$ cat config.mk
export PLATFORM = sky130hd
export DESIGN_NAME = mem_banked_flat
export DESIGN_NICKNAME = d
export VERILOG_FILES = /design/src/rtl/mem_banked_pkg.sv /design/src/rtl/mem_banked_if.sv /design/src/rtl/mem_banked_bank.sv /design/src/rtl/mem_banked.sv /design/src/flat_wrapper.sv
export SDC_FILE = /design/constraint.sdc
export NUM_CORES = 1
export LEC_CHECK = 0
export CAP_MARGIN = 20
export CELL_PAD_IN_SITES_DETAIL_PLACEMENT = 1
export CELL_PAD_IN_SITES_GLOBAL_PLACEMENT = 2
export CORE_ASPECT_RATIO = 0.5
export CORE_MARGIN = 2
export CORE_UTILIZATION = 35
export CTS_CLUSTER_SIZE = 30
export DETAILED_ROUTE_END_ITERATION = 16
export PLACE_DENSITY = 0.68
export RECOVER_POWER = 50
export SETUP_SLACK_MARGIN = 0.05
export SLEW_MARGIN = 20
export SYNTH_ARGS = -nofsm -noshare
export SYNTH_HDL_FRONTEND = slang
export SYNTH_SLANG_ARGS = --single-unit
$ cat constraint.sdc
create_clock -name clk -period 3.11 [get_ports clk]
set_clock_uncertainty 0.1 [all_clocks]
set_input_delay 0.4665 -clock clk [delete_from_list [all_inputs] [get_ports clk]]
set_output_delay 0.4665 -clock clk [all_outputs]
set_load 0.01 [all_outputs]
$ cat src/rtl/mem_banked_pkg.sv
// mem_banked_pkg
//   Shared types and width helpers for the bank-interleaved memory.
//   mem_state_e : controller states (init clear sweep, normal run)
//   bsel_w      : bank-select width for a bank count (0 for a single bank)
//   at_least_1  : clamps a derived width so zero-width vectors never appear
package mem_banked_pkg;

  typedef enum logic {ST_INIT, ST_RUN} mem_state_e;

  function automatic int bsel_w(input int num_banks);
    return (num_banks > 1) ? $clog2(num_banks) : 0;
  endfunction

  function automatic int at_least_1(input int w);
    return (w > 0) ? w : 1;
  endfunction

endpackage

$ cat src/rtl/mem_banked_if.sv
// mem_banked_if
//   Request/response bus between a requester and the banked memory.
//   read, write, addr, data_in       : request side (driven by master)
//   data_out, rd_valid, ready,
//   init_done, err                   : response side (driven by slave)
interface mem_banked_if #(
  parameter int DATA_W = 8,
  parameter int ADDR_W = 5
);
  logic              read;
  logic              write;
  logic [ADDR_W-1:0] addr;
  logic [DATA_W-1:0] data_in;
  logic [DATA_W-1:0] data_out;
  logic              rd_valid;
  logic              ready;
  logic              init_done;
  logic              err;

  modport master (
    output read, write, addr, data_in,
    input  data_out, rd_valid, ready, init_done, err
  );

  modport slave (
    input  read, write, addr, data_in,
    output data_out, rd_valid, ready, init_done, err
  );
endinterface

$ cat src/rtl/mem_banked_bank.sv
// mem_banked_bank
//   One bank: single-port word array with write enable and registered read.
//   clk   : clock
//   we    : write wdata to row this edge
//   re    : capture mem[row] into rdata this edge
//   row   : row address
//   wdata : write data
//   rdata : registered read data (holds when re=0)
module mem_banked_bank
  import mem_banked_pkg::*;
#(
  parameter int DATA_W = 8,
  parameter int ROW_W  = 4,
  localparam int ROW_AW = at_least_1(ROW_W)
) (
  input  logic              clk,
  input  logic              we,
  input  logic              re,
  input  logic [ROW_AW-1:0] row,
  input  logic [DATA_W-1:0] wdata,
  output logic [DATA_W-1:0] rdata
);

  logic [DATA_W-1:0] mem [2**ROW_W];

  // Storage is deliberately not reset; the controller's init sweep zeroes it.
  always_ff @(posedge clk) begin
    if (we) mem[row] <= wdata;
    if (re) rdata    <= mem[row];
  end

endmodule

$ cat src/rtl/mem_banked.sv
// mem_banked
//   Bank-interleaved synchronous memory with a self-clearing init sweep,
//   registered read data with valid strobe, ready and error indication.
//   clk : clock, all state on posedge
//   rst : asynchronous active-high reset
//   bus : mem_banked_if slave (read/write/addr/data_in in;
//         data_out/rd_valid/ready/init_done/err out)
//
//   state   | meaning
//   --------+-----------------------------------------------------------
//   ST_INIT | zero one row of every bank per cycle; requests are illegal
//   ST_RUN  | normal operation; left only through rst
module mem_banked
  import mem_banked_pkg::*;
#(
  parameter int DATA_W    = 8,
  parameter int ADDR_W    = 5,
  parameter int NUM_BANKS = 2,
  parameter int RD_LAT    = 1
) (
  input  logic        clk,
  input  logic        rst,
  mem_banked_if.slave bus
);

  localparam int BSEL_W  = bsel_w(NUM_BANKS);
  localparam int ROW_W   = ADDR_W - BSEL_W;
  localparam int BSEL_AW = at_least_1(BSEL_W);
  localparam int ROW_AW  = at_least_1(ROW_W);
  localparam logic [ROW_AW-1:0] LAST_ROW = ROW_AW'((1 << ROW_W) - 1);

  mem_state_e        state_q, state_d;
  logic [ROW_AW-1:0] clear_row;
  logic              clear_en, last_row;
  logic              ready_q, init_done_q, err_q;
  logic              acc_rd, acc_wr, illegal;
  logic [BSEL_AW-1:0] req_bank, s1_bank;
  logic [ROW_AW-1:0] req_row, bank_row;
  logic [DATA_W-1:0] bank_wdata;
  logic [DATA_W-1:0] bank_rdata [NUM_BANKS];
  logic              s1_valid, rdv1;
  logic [DATA_W-1:0] dout1;

  // Low-order interleave; degenerate widths collapse to a constant zero.
  if (BSEL_W == 0) begin : g_one_bank
    assign req_bank = '0;
  end else begin : g_bsel
    assign req_bank = bus.addr[BSEL_AW-1:0];
  end

  if (ROW_W == 0) begin : g_one_row
    assign req_row = '0;
  end else begin : g_row
    assign req_row = bus.addr[ADDR_W-1 -: ROW_AW];
  end

  always_ff @(posedge clk or posedge rst) begin
    if (rst) state_q <= ST_INIT;
    else     state_q <= state_d;
  end

  always_comb begin
    state_d = state_q;
    case (state_q)
      ST_INIT: if (last_row) state_d = ST_RUN;
      ST_RUN:  state_d = ST_RUN;
      default: state_d = ST_INIT;
    endcase
  end

  always_comb begin
    clear_en = (state_q == ST_INIT);
    last_row = (clear_row == LAST_ROW);
  end

  // Terminal count is compared explicitly, so the counter never wraps.
  always_ff @(posedge clk or posedge rst) begin
    if (rst)                       clear_row <= '0;
    else if (clear_en && !last_row) clear_row <= clear_row + ROW_AW'(1);
  end

  // ready/init_done come from registers loaded with the next state, so they
  // rise together with ST_RUN, the cycle after the last clear.
  always_ff @(posedge clk or posedge rst) begin
    if (rst) begin
      ready_q     <= 1'b0;
      init_done_q <= 1'b0;
    end else begin
      ready_q <= (state_d == ST_RUN);
      if (state_d == ST_RUN) init_done_q <= 1'b1;
    end
  end

  assign acc_wr  = ready_q & bus.write & ~bus.read;
  assign acc_rd  = ready_q & bus.read  & ~bus.write;
  assign illegal = (bus.read & bus.write) | (~ready_q & (bus.read | bus.write));

  assign bank_row   = clear_en ? clear_row : req_row;
  assign bank_wdata = clear_en ? '0 : bus.data_in;

  for (genvar b = 0; b < NUM_BANKS; b++) begin : g_bank
    logic sel;
    assign sel = (req_bank == BSEL_AW'(b));
    mem_banked_bank #(.DATA_W(DATA_W), .ROW_W(ROW_W)) u_bank (
      .clk   (clk),
      .we    (clear_en | (acc_wr & sel)),
      .re    (acc_rd & sel),
      .row   (bank_row),
      .wdata (bank_wdata),
      .rdata (bank_rdata[b])
    );
  end

  // s1 tracks the bank read in flight so the mux picks the bank that was
  // addressed with the request, not whatever the bus shows now.
  always_ff @(posedge clk or posedge rst) begin
    if (rst) begin
      s1_valid <= 1'b0;
      s1_bank  <= '0;
      rdv1     <= 1'b0;
      dout1    <= '0;
      err_q    <= 1'b0;
    end else begin
      s1_valid <= acc_rd;
      if (acc_rd) s1_bank <= req_bank;
      rdv1 <= s1_valid;
      if (s1_valid) dout1 <= bank_rdata[s1_bank];
      err_q <= illegal;
    end
  end

  if (RD_LAT == 2) begin : g_lat2
    logic              rdv2;
    logic [DATA_W-1:0] dout2;
    always_ff @(posedge clk or posedge rst) begin
      if (rst) begin
        rdv2  <= 1'b0;
        dout2 <= '0;
      end else begin
        rdv2 <= rdv1;
        if (rdv1) dout2 <= dout1;
      end
    end
    assign bus.rd_valid = rdv2;
    assign bus.data_out = dout2;
  end else begin : g_lat1
    assign bus.rd_valid = rdv1;
    assign bus.data_out = dout1;
  end

  assign bus.ready     = ready_q;
  assign bus.init_done = init_done_q;
  assign bus.err       = err_q;

endmodule

$ cat src/flat_wrapper.sv
// flat-port wrapper written by rule: the top's interface ports become plain ports
module mem_banked_flat import mem_banked_pkg::*;
#(
  parameter int DATA_W    = 8,
  parameter int ADDR_W    = 5,
  parameter int NUM_BANKS = 2,
  parameter int RD_LAT    = 1
)
  (clk, rst, bus_read, bus_write, bus_addr, bus_data_in, bus_data_out, bus_rd_valid, bus_ready, bus_init_done, bus_err);
  mem_banked_if #(.DATA_W(DATA_W), .ADDR_W(ADDR_W)) bus_i ();
  input  logic clk;
  input  logic rst;
  input wire logic [$bits(bus_i.read)-1:0] bus_read;
  input wire logic [$bits(bus_i.write)-1:0] bus_write;
  input wire logic [$bits(bus_i.addr)-1:0] bus_addr;
  input wire logic [$bits(bus_i.data_in)-1:0] bus_data_in;
  output wire logic [$bits(bus_i.data_out)-1:0] bus_data_out;
  output wire logic [$bits(bus_i.rd_valid)-1:0] bus_rd_valid;
  output wire logic [$bits(bus_i.ready)-1:0] bus_ready;
  output wire logic [$bits(bus_i.init_done)-1:0] bus_init_done;
  output wire logic [$bits(bus_i.err)-1:0] bus_err;
  assign bus_i.read = bus_read;
  assign bus_i.write = bus_write;
  assign bus_i.addr = bus_addr;
  assign bus_i.data_in = bus_data_in;
  assign bus_data_out = bus_i.data_out;
  assign bus_rd_valid = bus_i.rd_valid;
  assign bus_ready = bus_i.ready;
  assign bus_init_done = bus_i.init_done;
  assign bus_err = bus_i.err;
  mem_banked #(.DATA_W(DATA_W), .ADDR_W(ADDR_W), .NUM_BANKS(NUM_BANKS), .RD_LAT(RD_LAT)) u_core (.clk(clk), .rst(rst), .bus(bus_i));
endmodule
# [Word level (Yosys, flattened, before mapping)]
# Memories as Yosys holds them, arrays and structs flattened. A register that Yosys moved wholly into a read port is not among the register bits.
# Cells that the tools add are included.
[totals] reg_bits=18 elab_cells=45 romBits=0 ramBits=256 mem_count=2 latchBits=0 input_bits=17 output_inout_bits=12
[classes] add_sub_neg=1 eq_ne=1 n_reduce_logical=2 n_shift=0 n_mul=0 n_mux=11 n_bitwise=19 order_cmp=1 div_mod_pow=0
[mem_list] name="u_core.g_bank[0].u_bank.mem" words=16 word_bits=8 rd=1 rd_ports_with_merged_regs=1 wr=1 line="mem_banked_bank.sv:24" source="logic [DATA_W-1:0] mem [2**ROW_W];"
[mem_list] name="u_core.g_bank[1].u_bank.mem" words=16 word_bits=8 rd=1 rd_ports_with_merged_regs=1 wr=1 line="mem_banked_bank.sv:24"
[op_table] operator="two-way mux 8 bit" n=4
[op_table] operator="bitwise AND 1 bit" n=10
[op_table] operator="two-way mux 1 bit" n=5
[op_table] operator="adder 4 x 1 -> 4 bit (second input constant)" n=1
[op_table] operator="== test 4 bit (second input constant)" n=1
[op_table] operator="two-way mux 4 bit" n=1
[op_table] operator="NOT 1 bit" n=4
[op_table] operator="bitwise OR 1 bit" n=4
[op_table] operator="greater-or-equal comparator 2 bit (second input constant)" n=1
[op_table] operator="NOT 1 -> 2 bit" n=1
[op_table] operator="case mux 1 bit (2 select lines)" n=1
[op_table] operator="logical AND 1 bit" n=1
[op_table] operator="zero test 1 bit" n=1

# [Logic depth before layout (Yosys ltp)]
# Gate-level depths: netlist (run 1).
[logic_depth] depth_word=6 mapped_depth=8

# [Hierarchy]
# From an unflattened synthesis (run 1), not the netlist that was laid out.
[unflattened] cells_unflattened=544 hier_area_um2=11210.8
[by_module_without_submodules] module="mem_banked_bank" cells_per_inst=230 area_per_inst_um2=5147.4 instances=2
[by_module_without_submodules] module="mem_banked" cells_per_inst=84 area_per_inst_um2=915.9 instances=1

# [Worst setup path after synthesis (run 1)]
# Ideal clock, no wire load.
[synth_path] kind="register -> register" from="register u_core.state_q" to="memory u_core.g_bank[0].u_bank.mem[0][0] (enable)" path_buffers=4 setup_slack_ns=0.519 stages_incl_launch_ff=7 arrival_time_ns=2.108 required_time_ns=2.627 path_cell_list="dfrtp_1 > buf_6 > buf_2 > buf_4 > buf_2 > o32a_1 > nor3_1"
[synth_via] elab_chain_cells=6 elab_cells_between_ends=8
[synth_lines] item="from (decl)" line="mem_banked.sv:32" source="mem_state_e state_q, state_d;"
[synth_lines] item="from (signal assigned)" line="mem_banked.sv:59" source="else state_q <= state_d;"
[synth_lines] item="bitwise AND 1 bit (3 in series)"
[synth_lines] item="bitwise OR 1 bit" line="mem_banked.sv:106" source=".we (clear_en | (acc_wr & sel)),"
[synth_lines] item="two-way mux 1 bit" line="mem_banked_bank.sv:28" source="if (we) mem[row] <= wdata;"
[synth_lines] item="two-way mux 1 bit (not written as such)" line="mem_banked_bank.sv:28"
[synth_lines] item="to (decl)" line="mem_banked_bank.sv:24"
# Parallel ways exist; a longest one is shown, timed or not.

# [Final worst setup path (run 1)]
[layout_path] from="register u_core.state_q" to="memory u_core.g_bank[0].u_bank.mem[5][4] (enable)"
# Same word-level chain as after synthesis.

==> results of run 1 <==
cell usage in the layout (no fill, tap or decap), types with 12 or more instances in the layout:
master and count:
o22ai_1 32, nor3_1 16, dlygate4sd3_1 12, nor2_1 32
dfrtp_1 17, o21ai_0 33, o21a_1 32, nand4_1 16
clkbuf_16 29, nand2_1 132, nand2b_1 38, o32ai_1 64
buf_4 76, clkdlybuf4s50_1 15, edfxtp_1 272, inv_1 38
mux4_2 30, o41ai_1 32
layout make-up:
| class | instances | area share, % |
|---|---|---|
| Timing Repair Buffer | 123 | 7.04 |
| Clock buffer | 38 | 5.05 |
| Multi-Input combinational cell | 516 | 24.5 |
| Sequential cell | 290 | 57.3 |
| Tap cell | 484 | 4.03 |
| Clock inverter | 15 | 1.11 |
| Inverter | 38 | 0.949 |
registers in the layout, indices dropped and copies added, names as in the netlist:
signal                      count
u_core.clear_row                4
u_core.bus.data_out             8
u_core.bus.init_done            1
u_core.g_bank.u_bank.mem      256
u_core.s1_bank                  1
u_core.bus.err                  1
u_core.g_bank.u_bank.rdata     16
u_core.s1_valid                 1
u_core.bus.rd_valid             1
u_core.state_q                  1
worst max-delay path, cell delays in order, from the launching register on:
cell	delay, ns
dfrtp_2	0.75
buf_4	0.34
nand2_1	0.07
nor2_1	0.29
nor2_1	0.31
nor3_1	0.51
buf_4	0.29
power by group through the flow:
stage	clock network, W	logic [W]	registers (W)
final	0.00350	0.000524	0.00433
after global routing	0.00368	0.000564	0.00433
after CTS	0.00357	0.000537	0.00433
after detailed placement	0	0.000534	0.00441
after global placement	0	0.000528	0.00441
after floorplan	0	0.000278	0.00441
worst paths after layout:
kind                                             startpoint                                     endpoint  cells past startpoint
hold / removal                                          rst              u_core.clear_row[0]$_DFFE_PP0P_                      2
min in group clk           u_core.bus.init_done$_DFFE_PP0N_             u_core.bus.init_done$_DFFE_PP0N_                      1
max in group asynchronous                               rst                     u_core.state_q$_DFF_PP0_                      2
setup reg to reg                   u_core.state_q$_DFF_PP0_  u_core.g_bank[0].u_bank.mem[5][4]$_DFFE_PP_                      6
hold reg to reg            u_core.bus.init_done$_DFFE_PP0N_             u_core.bus.init_done$_DFFE_PP0N_                      1
setup / recovery                   u_core.state_q$_DFF_PP0_  u_core.g_bank[0].u_bank.mem[5][4]$_DFFE_PP_                      6
what timing repair did:
item	CTS	global route
gates resized for setup	0	2
setup endpoints to repair	0	16
hold buffers	0	0
kinds of logic (layout without fill, tap and decap cells):
family                     count (synthesis)  in the layout
buffers and inverters                    115            214
AOI/OAI and AO/OA                        214            214
muxes                                     42             42
DFF                                      290            290
and+or+nand+nor                          257            257
xor gates and xnor gates                   1              1
adders and majority gates                  2              2
through the flow:
stage	hold slack, ns	setup WS (ns)	utilization [%]	cell area [µm²]	power (W)
after floorplan	0.252	0.519	-	12800	0.00468
after global placement	0.350	0.0389	39.3	14100	0.00494
after detailed placement	0.358	0.0694	39.3	14100	0.00495
after CTS	0.219	0.0618	41.9	15100	0.00843
after global routing	0.382	0.133	41.9	15000	0.00858
final	0.332	0.143	41.9	15000	0.00836
metal layers:
| layer | share of wire (%) | GRT usage [%] | routed length (µm) |
|---|---|---|---|
| met5 | 0 | 0 | 0 |
| met3 | 7.4 | 3.24 | 2750 |
| met1 | 49 | 31.7 | 18200 |
| met4 | 1.3 | 2.80 | 497 |
| met2 | 43 | 28.9 | 15900 |
==> results.toml, run 1 <==
[power]
vdd_ir_drop_max_mv = 0.405
p_leak_nw = 5.13
internal-power_w = 0.00648
switching_share_pct = 22.4
power_frac_seq_pct = 51.8
p_clk_share_pct = 41.9
p_per_area_mw_per_mm2 = 556
p_sw_w = 0.00187
power_frac_comb_pct = 6.3

[yosys]
syn_area_per_cell_um2 = 13.9
synthAdderAreaFrac_pct = 0.176
synthArstFlopShare_pct = 6.21
synth-compound-area-share_pct = 12.5
ys_seq_area_share_pct = 67.5
synthesis.area_mm2 = 0.0128
synth.area.mux_share_pct = 6.53
synthXorXnorAreaFrac_pct = 0.0686
syn_nets = 939
synth_ff_type = "edfxtp_1"
synth_top_family_by_area = "compound AO/OA/AOI/OAI gates"
syn_inst = 921
yosysTopAreaCellShare_pct = 64.0
synth.distinct_cells = 41
yosysWarnings = 0
yosys.area.top_type = "edfxtp_1"
synth_edf_count = 272
synthTopCellsByArea = "edfxtp_1 64%, mux4_2 5.3%, o32ai_1 4.4%, nand2_1 3.9%, dfrtp_1 3.5%"
ys_ff_latch = 290
synthSimpleGateAreaFrac_pct = 9.32
synthTopCellsByCount = "272 x edfxtp_1, 133 x nand2_1, 64 x o32ai_1"
yosysMostFrequentCell = "edfxtp_1"

[timing]
finalHoldViolCount = 0
rsz0062_at_grt = "no"
max_freq_mhz = 337
fin_crit_sh_pct = 95.4
fin_setup_tns_ns = 0
slew_violations = 0
period_needed_ns = 2.97
maxSlewHeadroom_pct = 32.8
worst_pin_slew_ns = 1.01
setup_viol_count_final = 0

[worst_setup_path]
worst_ep_arrival_time_ns = 3.14
cp.required_ns = 3.29
path_max_fanout = 23
end_kind = "flip-flop"
setup.worst_path.start_class = "flip-flop"
r2r_slack_ns = 0.14
worstSetupPathType = "reg -> reg"

[clock_tree]
h-tree-depth = 1
numCtsBuffers = 29
post_cts_buffers = 0
path_clk_slew_ns = 0.06
cts_tree = "done"
cts_sinks = 290
insertion_delay_ns = 0.58
cts_buffer_depth = 3
root_buffer = "clkbuf_16"

[detailed_routing]
vias_per_cell = 5.59
finalWirelength_mm = 37.3
vias = 8405
drt_iter0_markers = 836
drt_first_pass_iters = 5
drt_drc_violations_left = 0
ant_nets = 0
wl_per_cell_um = 24.8

[global_routing]
grt_max_degree = 67
grt_pass1_wl_mm = 56.0
grt_antenna_before_repair = 0
grt_pass1_vias = 8446
gr-total-overflow = 0
grt_usage_pct = 19.9

[final_layout]
multiInputGateArea_mm2 = 0.00368
nFillCells = 3706
fin_cells = 1504
seqCellArea_mm2 = 0.00862
area_growth_pct = 17.8
num-nets-final = 1016
drive_above_1_share_pct = 17.3
diodes = 0

[floorplanning]
die_height_um = 139
num_io_pins = 29
dieArea_mm2 = 0.0381
rows = 49
die_w_um = 274
start_util_pct = 35.5
core_region_area_mm2 = 0.0359

[place]
place_inst = 1451
gp_congestion = 0.818
dp_hpwl_mm = 24.1
numPortBuffers = 28

[flow_run]
maxCapViolations = 0

[hold_path]
hold_class = "in -> async"

[outcome]
status = "complete, no violations"
(Power assumes the default switching activity.)
==> run 2: changes to the inputs <==
--- a/config.mk
+++ b/config.mk
@@ -13,10 +13,11 @@
 export CORE_UTILIZATION = 35
 export CTS_CLUSTER_SIZE = 30
 export DETAILED_ROUTE_END_ITERATION = 16
-export PLACE_DENSITY = 0.68
+export PLACE_DENSITY_LB_ADDON = 0.1
 export RECOVER_POWER = 50
 export SETUP_SLACK_MARGIN = 0.05
 export SLEW_MARGIN = 20
 export SYNTH_ARGS = -nofsm -noshare
 export SYNTH_HDL_FRONTEND = slang
+export SYNTH_HIERARCHICAL = 1
 export SYNTH_SLANG_ARGS = --single-unit
==> run 2 against run 1 <==
Against the previous run:
- worst hold slack better by 0.059 ns
- critical path type unchanged
- sequential power hardly changed
- clock power is 5.7% higher
- sequential share of layout area is 7.2 points higher
- setup slack better by 0.35 ns
- core utilization is 0.40 points higher
- wire length is 29% lower
- total power is 1.3% higher
==> results.toml, run 2 <==
[outcome]
status = "complete, no violations"

[place]
place_ws_ns = 0.0932
dp_hpwl_mm = 16.6
placed_cell_area_mm2 = 0.0124
gp_congestion = 0.739
numPortBuffers = 28

[timing]
max_freq_mhz = 381
finalHoldViolCount = 0
period_needed_ns = 2.62
fin_setup_tns_ns = 0
fin_crit_sh_pct = 84.3
worst_pin_slew_ns = 0.872
maxSlewHeadroom_pct = 41.9
fin_ws_ns = 0.489
setup_viol_count_final = 0
rsz0062_at_grt = "no"
slew_violations = 0

[yosys]
ys_seq_area_share_pct = 76.9
syn_area_per_cell_um2 = 20.6
synth.distinct_cells = 33
synthesis.area_mm2 = 0.0112
yosys.area.top_type = "edfxtp_1"
synth_edf_count = 272
yosysTopAreaCellShare_pct = 72.9
synth_ff_type = "edfxtp_1"
syn_nets = 562
yosysMostFrequentCell = "edfxtp_1"
ys_ff_latch = 290
yosysWarnings = 6
syn_inst = 544
synthArstFlopShare_pct = 6.21
synthTopCellsByArea = "edfxtp_1 73%, mux4_2 13%, dfrtp_1 4.0%, a22oi_1 2.1%, nor2_1 1.2%"
synthTopCellsByCount = "272 x edfxtp_1, 64 x mux4_2, 36 x nor2_1"

[detailed_routing]
finalWirelength_mm = 26.4
vias = 5461
wl_per_cell_um = 24.3
drt_iter0_markers = 359
drt_drc_violations_left = 0
drt_first_pass_iters = 4
vias_per_cell = 5.03
ant_nets = 0

[clock_tree]
cts_buffer_depth = 3
h-tree-depth = 1
ctsResizeCount = 0
insertion_delay_ns = 0.55
path_clk_slew_ns = 0.07
holdBufCountCts = 0
cts_tree = "done"
numCtsBuffers = 28
post_cts_buffers = 0
cts_sinks = 290
root_buffer = "clkbuf_16"

[final_layout]
nFillCells = 2983
stdcell_area_mm2 = 0.0134
top_register = "u_core/g_bank.u_bank/mem"
area_growth_pct = 19.1
final_util_pct = 42.3
num-nets-final = 650
diodes = 0
drive_above_1_share_pct = 26.5
final_cell_mix = "272 x edfxtp_1, 64 x mux4_2, 42 x buf_4, 36 x nor2_1, 32 x a22oi_1"
largest_register_ffs = 256
final_common_cell = "edfxtp_1"

[global_routing]
grt_pass1_vias = 5892
gr-total-overflow = 0
grt_antenna_before_repair = 0
grt_usage_pct = 16.4
grt_pass1_wl_mm = 39.8
grt_max_degree = 33

[hold_path]
whs_endpoint = "u_core/bus.init_done$_DFFE_PP0P_"
hold_class = "reg -> reg"
hold_path_depth = 1
worstHoldStart = "u_core/bus.init_done$_DFFE_PP0P_"

[floorplanning]
num_io_pins = 29
core_region_area_mm2 = 0.0316
rows = 46
die_w_um = 257
die_height_um = 131
dieArea_mm2 = 0.0336
start_util_pct = 35.5

[worst_setup_path]
r2r_slack_ns = 0.49
setup.worst_path.start_class = "flip-flop"
reg2reg_from = "u_core/bus.ready$_DFF_PP0_"
worst_ep_arrival_time_ns = 2.81
rr_endpoint = "u_core/g_bank[1].u_bank/rdata[6]$_DFFE_PP_"
worstSetupPathType = "reg -> reg"
path_max_fanout = 24
max_stage_delay_ns = 0.57
cp.required_ns = 3.30
reg2reg_depth = 5
crit_path_cell_trace = "mux2_4 > buf_12 > mux4_2 > a22oi_1 > nand2_1"
end_kind = "flip-flop"
slowest_stage = "mux4_2"

[power]
p_clk_share_pct = 43.7
total_power_w = 0.00846
p_leak_nw = 4.35
switching_share_pct = 20.8
power_frac_comb_pct = 5.2
p_per_area_mw_per_mm2 = 634
vdd_ir_drop_max_mv = 0.447
internal-power_w = 0.00671
power_frac_seq_pct = 51.1
p_sw_w = 0.00176

[flow_run]
maxCapViolations = 0
[run 2: layout make-up]
cell class | instances | area [µm²] | share of cell area (%)
clock buffers | 34 | 744 | 5.58
clock inverters | 18 | 262 | 1.96
inverters | 4 | 15.0 | 0.112
multi-input cells | 223 | 2410 | 18.1
flip-flops and latches | 290 | 8620 | 64.5
well taps | 432 | 541 | 4.05
repair buffers | 85 | 759 | 5.69
[run 2: power groups by stage]
stage	combinational (W)	sequential (W)	clock (W)
after floorplan	0.000249	0.00440	0
after global placement	0.000451	0.00441	0
after detailed placement	0.000456	0.00441	0
after CTS	0.000457	0.00433	0.00380
after global routing	0.000480	0.00433	0.00393
final	0.000439	0.00433	0.00370
[run 2: per-layer routing]
layer | global-route usage, % | share of wire [%] | vias to the layer above
met3 | 2.72 | 2.8 | 30
li1 | - | - | 2397
met5 | 0 | 0 | -
met2 | 26.4 | 47 | 75
met4 | 3.01 | 1.6 | 0
met1 | 23.8 | 49 | 2959
[run 2: worst max path at each step]
stage,start,end,slack [ns]
finish,u_core/bus.ready$_DFF_PP0_,u_core/g_bank[1].u_bank/rdata[6]$_DFFE_PP_,0.49
global route,u_core/bus.ready$_DFF_PP0_,u_core/g_bank[1].u_bank/rdata[1]$_DFFE_PP_,0.30
CTS,u_core/bus.ready$_DFF_PP0_,u_core/g_bank[1].u_bank/rdata[1]$_DFFE_PP_,0.34
detailed placement,bus_addr[1],u_core/g_bank[1].u_bank/rdata[1]$_DFFE_PP_,0.09
global placement,bus_addr[1],u_core/g_bank[1].u_bank/rdata[1]$_DFFE_PP_,0.09
floorplan,u_core/bus.ready$_DFF_PP0_,u_core/g_bank[0].u_bank/mem[0][0]$_DFFE_PP_,0.52
[run 2: worst max-delay path: cells and delay by family, from the launching register on]
| kind | cells | cell delay (ns) |
|---|---|---|
| flops | 1 | 0.54 |
| simple gates | 1 | 0.10 |
| compound gates | 1 | 0.33 |
| mux | 2 | 1.01 |
| buf+inv | 1 | 0.26 |
[run 2: metrics by stage]
step	std cells	hold WS (ns)
global placement	1034	0.353
detailed placement	1034	0.377
CTS	1086	0.256
floorplan	544	0.252
finish	1086	0.391
global route	1086	0.399
[run 2: kinds of logic after synthesis]
kind of cell / count (synthesis) / synth area share, %
xor+xnor: 1 / 0.0781
simple gates: 97 / 4.24
flops: 290 / 76.9
fa+ha+maj: 1 / 0.112
mux: 79 / 14.3
compound gates: 45 / 2.89
buf+inv: 31 / 1.50
